===== src/rtl/uart_tx_ctrl.sv =====
// UART transmit frame sequencer: start bit, serializer data phase, optional parity, stop bit(s).
// Define UART_TX_2STOP_EN to add a second stop bit (STOP2); the accept window then moves to STOP2.
module uart_tx_ctrl #(
    parameter int unsigned DATA_WIDTH = 8,
    parameter int unsigned WDOG_CYC   = 10
) (
    input  logic                  CLK,
    input  logic                  RST,
    input  logic [DATA_WIDTH-1:0] P_DATA,
    input  logic                  Data_Valid,
    input  logic                  PAR_EN,
    input  logic                  PAR_TYP,
    input  logic                  ser_done,
    output logic [DATA_WIDTH-1:0] ser_p_data,
    output logic                  ser_en,
    output logic [1:0]            mux_sel,
    output logic                  par_bit,
    output logic                  busy,
    output logic                  frame_err
);

    localparam int unsigned CW = $clog2(WDOG_CYC + 1);
    localparam logic [CW-1:0] WDOG_LAST = CW'(WDOG_CYC - 1);

`ifdef UART_TX_2STOP_EN
    typedef enum logic [2:0] {IDLE, START, DATA, PARITY, STOP, STOP2} state_t;
    localparam state_t LAST_STOP = STOP2;
`else
    typedef enum logic [2:0] {IDLE, START, DATA, PARITY, STOP} state_t;
    localparam state_t LAST_STOP = STOP;
`endif

    state_t                state_q, state_d;
    logic [DATA_WIDTH-1:0] data_q, data_d;
    logic                  par_en_q, par_en_d;
    logic                  par_bit_q, par_bit_d;
    logic [CW-1:0]         cnt_q, cnt_d;
    logic                  ferr_q, ferr_d;

    always_ff @(posedge CLK or negedge RST) begin
        if (!RST) begin
            state_q   <= IDLE;
            data_q    <= '0;
            par_en_q  <= 1'b0;
            par_bit_q <= 1'b0;
            cnt_q     <= '0;
            ferr_q    <= 1'b0;
        end else begin
            state_q   <= state_d;
            data_q    <= data_d;
            par_en_q  <= par_en_d;
            par_bit_q <= par_bit_d;
            cnt_q     <= cnt_d;
            ferr_q    <= ferr_d;
        end
    end

    always_comb begin
        state_d   = state_q;
        data_d    = data_q;
        par_en_d  = par_en_q;
        par_bit_d = par_bit_q;
        cnt_d     = '0;
        ferr_d    = 1'b0;

        case (state_q)
            IDLE:   state_d = IDLE;
            START:  state_d = DATA;
            DATA: begin
                // Watchdog: the WDOG_CYC-th DATA cycle without ser_done aborts the frame.
                cnt_d = cnt_q + 1'b1;
                if (ser_done) begin
                    state_d = par_en_q ? PARITY : STOP;
                end else if (cnt_q == WDOG_LAST) begin
                    state_d = STOP;
                    ferr_d  = 1'b1;
                end
            end
            PARITY: state_d = STOP;
`ifdef UART_TX_2STOP_EN
            STOP:   state_d = STOP2;
            STOP2:  state_d = IDLE;
`else
            STOP:   state_d = IDLE;
`endif
            default: state_d = IDLE;
        endcase

        // Accepting in the last stop cycle gives back-to-back frames with no idle gap.
        if (Data_Valid && (state_q == IDLE || state_q == LAST_STOP)) begin
            state_d   = START;
            data_d    = P_DATA;
            par_en_d  = PAR_EN;
            par_bit_d = (^P_DATA) ^ PAR_TYP;
        end
    end

    always_comb begin
        mux_sel = 2'b01;
        ser_en  = 1'b0;
        busy    = (state_q != IDLE);
        case (state_q)
            START: begin
                mux_sel = 2'b00;
                ser_en  = 1'b1;
            end
            DATA:    mux_sel = 2'b10;
            PARITY:  mux_sel = 2'b11;
            default: mux_sel = 2'b01;
        endcase
    end

    assign ser_p_data = data_q;
    assign par_bit    = par_bit_q;
    assign frame_err  = ferr_q;

endmodule

===== config.mk =====
export PLATFORM = sky130hd
export DESIGN_NAME = uart_tx_ctrl
export DESIGN_NICKNAME = d
export VERILOG_FILES = /design/src/rtl/uart_tx_ctrl.sv
export SDC_FILE = /design/constraint.sdc
export NUM_CORES = 1
export LEC_CHECK = 0
export ABC_AREA = 0
export ABC_CLOCK_PERIOD_IN_PS = 1900
export BUFFER_PORTS_ARGS = -buffer_cell sky130_fd_sc_hd__clkbuf_2
export CAP_MARGIN = 20
export CORE_MARGIN = 2
export CORE_UTILIZATION = 37
export DETAILED_ROUTE_END_ITERATION = 7
export GPL_TIMING_DRIVEN = 0
export PLACE_DENSITY = 0.61
export SLEW_MARGIN = 20
export SYNTH_ARGS = -nofsm -noshare
export SYNTH_HDL_FRONTEND = slang
export SYNTH_SLANG_ARGS = --single-unit

===== constraint.sdc =====
create_clock -name CLK -period 1.9 [get_ports CLK]
set_input_delay 0.095 -clock CLK [delete_from_list [all_inputs] [get_ports CLK]]
set_output_delay 0.095 -clock CLK [all_outputs]
set_load 0.02 [all_outputs]

==> flow_summary.yaml, run 1 <==
timing:
  tightest_slew_ns: 0.429
  slew_viol_final: 0
  fin_skew_ns: 0.00191
  rsz0062_at_grt: "false"
  post-route-period-util_pct: 78.6
  fmax_mhz: 670
  setup_viol: 0
  hold_ws_ns: 0.0398
  fin_tns_setup_ns: 0
  max_slew_margin_pct: 71.4
  period_needed_ns: 1.49
  hold_viol: 0
min_path:
  holdPathStages: 3
  hold_path.class: "primary input to register"
flow_run:
  maxCapViolations: 0
setup_path:
  ff2ff_path_depth: 3
  path_max_fanout: 10
  critical_path_class: "register to register"
  crit_arrival_ns: 1.68
  cp-end-kind: "register"
  required_ns: 2.09
  start_kind: "register"
run_status:
  outcome: "finished clean"
routing:
  wl_mm: 1.32
  drtIter0Drc: 1
  viasPerCell: 4.64
  ant_nets: 0
  wl_per_cell_um: 10.9
  drt-pass1-iter-count: 2
  via_count: 561
  drc: 0
synth:
  netlist_area_um2: 810
  synthTopCellsByArea: "dfrtp_1 (56%), mux2_2 (13%), xnor2_1 (6.5%)"
  yosys-top-cells-count: "dfrtp_1 (18), mux2_2 (9), nor2_1 (6), xnor2_1 (6), xor2_1 (3)"
  ys.flop_type: "dfrtp_1"
  seq_area_frac_synth_pct: 55.6
  syn_avg_cell_area_um2: 13.1
  yosysTopAreaCell: "dfrtp_1"
  ys_types: 19
  syn-num-nets: 78
  synth_top_cell_area_share_pct: 55.6
  synth_edf_count: 0
  synth_warnings: 0
  synth_async_sr_flop_share_pct: 100
  syn_inst: 62
  ys_ff_latch: 18
  yosysMostFrequentCell: "dfrtp_1"
floorplan:
  ioPinCount: 28
  coreArea_um2: 2020
  die_h_um: 50.8
  start_util_pct: 40.0
  die_width_um: 50.8
  core.rowCount: 16
  dieArea_um2: 2580
clock_network:
  cts_tree: "built"
  cts.sinks: 18
  postCtsSetupRepairBufs: 0
  clk_latency_ns: 0.29
  clock_path_buffers: 2
  cts_root_buffer: "clkbuf_4"
  clk_pin_slew_ns: 0.10
  cts_made_buffers: 3
  cts_htree_levels: 1
power:
  powerDensity_nw_per_um2: 1530
  worst_ir_drop_vdd_uv: 580
  p_leak_nw: 0.508
placed_design:
  io_buffers: 27
  routabilityCongestion: 0.668
  dpl.hpwl_mm: 1.03
layout:
  antenna_cells: 0
  drive_above_1_share_pct: 44.7
  synthToLayoutAreaGrowth_pct: 26.6
  nNetsFinal: 111
global_route:
  antenna_found_initial: 0
  grt_use_total_pct: 12.3
  grt_max_degree: 19
  grt_pass1_vias: 507
  overflow: 0
  grt_pass1_wl_mm: 2.23
area by class of cell:
type / count / area (µm²)
plain buffers: 1 / 5.00
clock buffers: 4 / 36.3
fillers: 196 / 997
inverters: 2 / 7.51
multi-input cells: 41 / 347
flip-flops and latches: 18 / 450
well taps: 27 / 33.8
repair buffers: 28 / 145
critical path, cell delays in order (launching register included):
cell and delay [ns]:
dfrtp_1 0.44, nor3b_1 0.27, buf_2 0.30, mux2_2 0.37
worst paths after layout:
check / startpoint / to / slack (ns)
max reg2reg: state_q[0] / ser_p_data[6] / 0.41
min reg2reg: cnt_q[0] / cnt_q[0] / 0.51
max: state_q[0] / ser_p_data[6] / 0.41
max in group asynchronous: RST / ser_p_data[6] / 1.34
min: ser_done / state_q[0] / 0.04
min in group asynchronous: RST / cnt_q[1] / 0.26
where the power goes:
group	switching (mW)	internal, mW	leakage, nW
combinational	0.390	0.316	0.262
sequential	0.0980	0.532	0.225
clock	0.116	0.117	0.0210
kinds of logic (layout without fill, tap and decap cells):
logic type                 Yosys count  count (layout)  synth area share, %
DFF                                 18              18                 55.6
muxes                               10              10                 14.4
AOI/OAI and AO/OA                    4               4                 3.40
and+or+nand+nor                     15              15                 9.43
buffers and inverters                3              35                 1.55
adders and majority gates            2               2                 3.09
xor gates and xnor gates            10              10                 12.5
metrics by stage:
stage               power [mW]  util, %  instance area, µm²  worst slack [ns]  cells
global placement          1.34     48.4                 978             0.418    116
floorplan                 1.13        -                 810             0.537     62
CTS                       1.60     50.7                1020             0.389    121
global route              1.69     50.7                1020             0.222    121
detailed placement        1.36     48.4                 978             0.404    116
finish                    1.57     50.7                1020             0.407    121
cell usage in the layout (no fill, tap or decap), types with 2 or more instances in the layout:
cell type and n:
clkbuf_2 27, xor2_1 3, nor2_1 6, o21bai_1 2, inv_1 2, ha_1 2, nand2b_1 2, clkbuf_4 3
nand3_1 2, xnor2_1 6, nor3b_1 2, mux2_2 9, dfrtp_1 18
routing by layer:
layer,global-route usage (%),part of all wire [%]
met1,15.7,43
met5,0,0
met2,17.8,48
met3,1.79,6.1
met4,10.8,2.7
state kept, by name (all words and copies together) (netlist names):
signal / count
ser_p_data: 8
par_en_q: 1
frame_err: 1
par_bit: 1
state_q: 3
cnt_q: 4
timing repair:
| action | in CTS | in global routing |
|---|---|---|
| endpoints found under the hold margin | 18 | 0 |
| endpoints found under the setup margin | 0 | 0 |
| gates resized for setup | 0 | 0 |
| hold buffers | 1 | 0 |
(Power assumes the default switching activity.)
==> run 2: changes to the inputs <==
Settings changed: ABC_CLOCK_PERIOD_IN_PS 1900 to 1510.
Clock period 1.9 ns to 1.51 ns, I/O delays scaled along.
==> flow_summary.yaml, run 2 (same netlist as run 1, synthesis figures left out) <==
setup_path:
  cp-end-kind: "register"
  slowest_delay_ns: 0.45
  critical_path_class: "register to register"
  crit_arrival_ns: 1.54
  path_cells: "nor3b_2, buf_4, mux2_2"
  start_kind: "register"
  required_ns: 1.70
  critPathSlowestCell: "dfrtp_1"
  path_max_fanout: 10
  reg2reg_slack_ns: 0.15
timing:
  period_needed_ns: 1.36
  fmax_mhz: 738
  fin_tns_setup_ns: 0
  max_slew_margin_pct: 71.4
  setup_ws_ns: 0.155
  fin_skew_ns: 0.00191
  post-route-period-util_pct: 89.7
  setup_viol: 0
  tightest_slew_ns: 0.429
  rsz0062_at_grt: "false"
  hold_viol: 0
  slew_viol_final: 0
placed_design:
  dpl.hpwl_mm: 1.03
  detailedPlace.worstSlack_ns: 0.0136
  io_buffers: 27
  routabilityCongestion: 0.668
routing:
  drt-pass1-iter-count: 2
  drc: 0
  drtIter0Drc: 1
  via_count: 562
  ant_nets: 0
  wl_per_cell_um: 10.9
  viasPerCell: 4.64
  wl_mm: 1.32
layout:
  nNetsFinal: 111
  synthToLayoutAreaGrowth_pct: 27.5
  mostFrequentLayoutCells: "clkbuf_2 (27), dfrtp_1 (18), mux2_2 (9), xnor2_1 (6), nor2_1 (6)"
  largest_reg_flops: 8
  drive_above_1_share_pct: 45.7
  final_common_cell: "clkbuf_2"
  antenna_cells: 0
global_route:
  grt_use_total_pct: 12.3
  overflow: 0
  antenna_found_initial: 0
  grt_pass1_vias: 507
  grt_pass1_wl_mm: 2.23
  grt_max_degree: 19
clock_network:
  cts.sinks: 18
  cts_tree: "built"
  clock_path_buffers: 2
  clk_latency_ns: 0.29
  postCtsSetupRepairBufs: 0
  cts_made_buffers: 3
  clk_pin_slew_ns: 0.10
  cts_htree_levels: 1
  cts_root_buffer: "clkbuf_4"
power:
  worst_ir_drop_vdd_uv: 737
  total_power_mw: 1.99
  powerDensity_nw_per_um2: 1920
  p_leak_nw: 0.511
floorplan:
  dieArea_um2: 2580
  coreArea_um2: 2020
  die_width_um: 50.8
  core.rowCount: 16
  die_h_um: 50.8
  ioPinCount: 28
  start_util_pct: 40.0
min_path:
  hold_path.class: "primary input to register"
run_status:
  outcome: "finished clean"
flow_run:
  maxCapViolations: 0
## run 2: cell types whose count changed in the layout (fill, tap and decap cells not counted)
cell,change
nor3b_2,+1
buf_4,+1
nor3b_1,-1
buf_2,-1
## run 2: layer usage
metal,track usage (%),routed length (µm),share of wire [%],up-vias
met2,17.8,635,48,19
li1,-,-,-,274
met5,0,0,0,-
met4,10.8,36,2.7,0
met1,15.7,566,43,265
met3,1.79,80,6.1,4
## run 2: final cells by class
type	instances	area (µm²)
fillers	196	990
multi-input cells	41	352
repair buffers	28	145
inverters	2	7.51
flip-flops and latches	18	450
plain buffers	1	7.51
well taps	27	33.8
clock buffers	4	36.3
## run 2: report_power, final
part | switching, mW | internal [mW]
clock network | 0.146 | 0.147
logic | 0.491 | 0.405
registers | 0.126 | 0.669
## run 2: timing repair
item	CTS	global route
gates resized for setup	1	1
hold buffers	1	0
setup endpoints to repair	1	9
hold endpoints to repair	18	0
## run 2: path summary, 6_finish.rpt
| path | startpoint | to | cells past startpoint |
|---|---|---|---|
| worst max-delay path | state_q[0] | ser_p_data[6] | 3 |
| worst min-delay path | ser_done | state_q[0] | 3 |
| worst max register to register | state_q[0] | ser_p_data[6] | 3 |
| worst min register to register | cnt_q[0] | cnt_q[0] | 1 |
| max in group asynchronous | RST | ser_p_data[6] | 2 |
| min in group asynchronous | RST | cnt_q[1] | 2 |
## run 2: critical path: cells and delay by family, from the launching register on
kind                   cells  cell delay, ns
AND/OR/NAND/NOR            1            0.23
flip-flops                 1            0.45
buffers and inverters      1            0.22
multiplexers               1            0.35
## run 2: through the flow
stage | std cells | utilization (%) | hold WS [ns] | instance area [µm²]
global placement | 116 | 48.4 | 0.0406 | 978
CTS | 121 | 50.8 | 0.0151 | 1030
finish | 121 | 51.1 | 0.0203 | 1030
detailed placement | 116 | 48.4 | 0.0424 | 978
floorplan | 62 | - | -0.220 | 810
global route | 121 | 51.1 | 0.00488 | 1030
==> run 3: changes to the inputs <==
Settings changed: ABC_CLOCK_PERIOD_IN_PS 1510 to 1400, CTS_CLUSTER_SIZE set to 10.
Clock period 1.51 ns to 1.4 ns, I/O delays scaled along.
==> flow_summary.yaml, run 3 (same netlist as run 1, synthesis figures left out) <==
routing:
  drc: 0
  ant_nets: 0
  drt-pass1-iter-count: 2
  wl_per_cell_um: 11.0
  drtIter0Drc: 2
  via_count: 573
  wl_mm: 1.36
  viasPerCell: 4.66
setup_path:
  slowest_delay_ns: 0.44
  path_max_fanout: 10
  required_ns: 1.59
  cp.depth: 3
  crit_arrival_ns: 1.52
  path_buf_inv: 1
  start_kind: "register"
  cp-end-kind: "register"
  critPathSlowestCell: "dfrtp_1"
  critical_path_class: "register to register"
  critical_path.top_delay_family: "flip-flops"
  ff2ff_path_depth: 3
  path_cells: "nor3b_2, buf_6, mux2_2"
run_status:
  outcome: "finished clean"
floorplan:
  ioPinCount: 28
  coreArea_um2: 2020
  dieArea_um2: 2580
  start_util_pct: 40.0
  die_h_um: 50.8
  die_width_um: 50.8
  core.rowCount: 16
placed_design:
  io_buffers: 27
  dpl.hpwl_mm: 1.03
  placed_cells_incl_taps: 116
  routabilityCongestion: 0.668
clock_network:
  clk_latency_ns: 0.29
  cts_htree_levels: 1
  cts_made_buffers: 3
  cts_root_buffer: "clkbuf_4"
  clk_pin_slew_ns: 0.10
  cts.sinks: 18
  clock_path_buffers: 2
  cts_tree: "built"
power:
  combinationalPowerShare_pct: 45.7
  total_power_mw: 2.18
  power_frac_seq_pct: 39.8
  worst_ir_drop_vdd_uv: 806
  powerDensity_nw_per_um2: 2060
  intPower_mw: 1.34
  swShare_pct: 38.4
  p_leak_nw: 0.523
  pwr-share-clk_pct: 14.5
  p_switching_uw: 836
layout:
  final_common_cell: "clkbuf_2"
  mostFrequentLayoutCells: "clkbuf_2 (27), dfrtp_1 (17), mux2_2 (9), xnor2_1 (6), nor2_1 (6)"
  largest_reg_flops: 8
  fin_util_pct: 52.4
  antenna_cells: 0
  nNetsFinal: 113
  synthToLayoutAreaGrowth_pct: 30.9
  stdcell_count: 123
  drive_above_1_share_pct: 47.9
timing:
  setup_viol: 0
  max_slew_margin_pct: 71.3
  slew_viol_final: 0
  fmax_mhz: 747
  period_needed_ns: 1.34
  fin_skew_ns: 0.00181
  hold_viol: 0
  tightest_slew_ns: 0.431
  fin_tns_setup_ns: 0
  post-route-period-util_pct: 95.6
global_route:
  grt_max_degree: 19
  grt_use_total_pct: 12.3
  grt_pass1_vias: 504
  overflow: 0
  antenna_found_initial: 0
  grt_pass1_wl_mm: 2.23
flow_run:
  maxCapViolations: 0
min_path:
  hold_path.class: "primary input to register"
  holdPathStages: 2
==> run 3: layout make-up <==
type	instances	area, µm²
buffer	1	11.3
tap	27	33.8
inverter	2	7.51
timing repair buffer	30	163
multi-input combinational	41	357
sequential	18	452
clock buffer	4	36.3
fill	192	962
==> run 3: worst paths after layout <==
kind,start,end,slack [ns]
worst max-delay path,state_q[1],ser_p_data[6],0.06
worst max register to register,state_q[1],ser_p_data[6],0.06
worst min register to register,cnt_q[0],cnt_q[0],0.51
min in group asynchronous,RST,cnt_q[1],0.24
max in group asynchronous,RST,state_q[0],0.84
worst min-delay path,PAR_EN,par_en_q,0.02
==> run 3: repair_timing <==
action,CTS,global route
endpoints found under the setup margin,9,11
cloned,0,0
resized for setup,2,3
endpoints found under the hold margin,18,1
pin swaps,0,1
buffers inserted,0,1
hold buffers,1,1
==> run 3: layer usage <==
| metal | track usage (%) | wire length [µm] |
|---|---|---|
| met4 | 10.8 | 36 |
| met2 | 17.5 | 662 |
| met1 | 15.9 | 586 |
| met5 | 0 | 0 |
| met3 | 1.79 | 70 |
==> run 3: power groups by stage <==
stage	Sequential, mW	Combinational (mW)	Clock, mW
finish	0.866	0.996	0.316
global route	0.906	1.08	0.353
CTS	0.865	0.986	0.334
detailed placement	0.873	0.973	0
global placement	0.859	0.960	0
floorplan	1.02	0.511	0
==> run 3: stage by stage <==
stage	cell area, µm²	hold slack [ns]	setup WS [ns]
2_1_floorplan	810	-0.226	0.0371
3_3_place_gp	978	0.0351	-0.0817
3_5_place_dp	978	0.0369	-0.0964
4_1_cts	1030	0.00958	0.0272
5_1_grt	1060	0.0212	-0.00554
6_report	1060	0.0249	0.0613
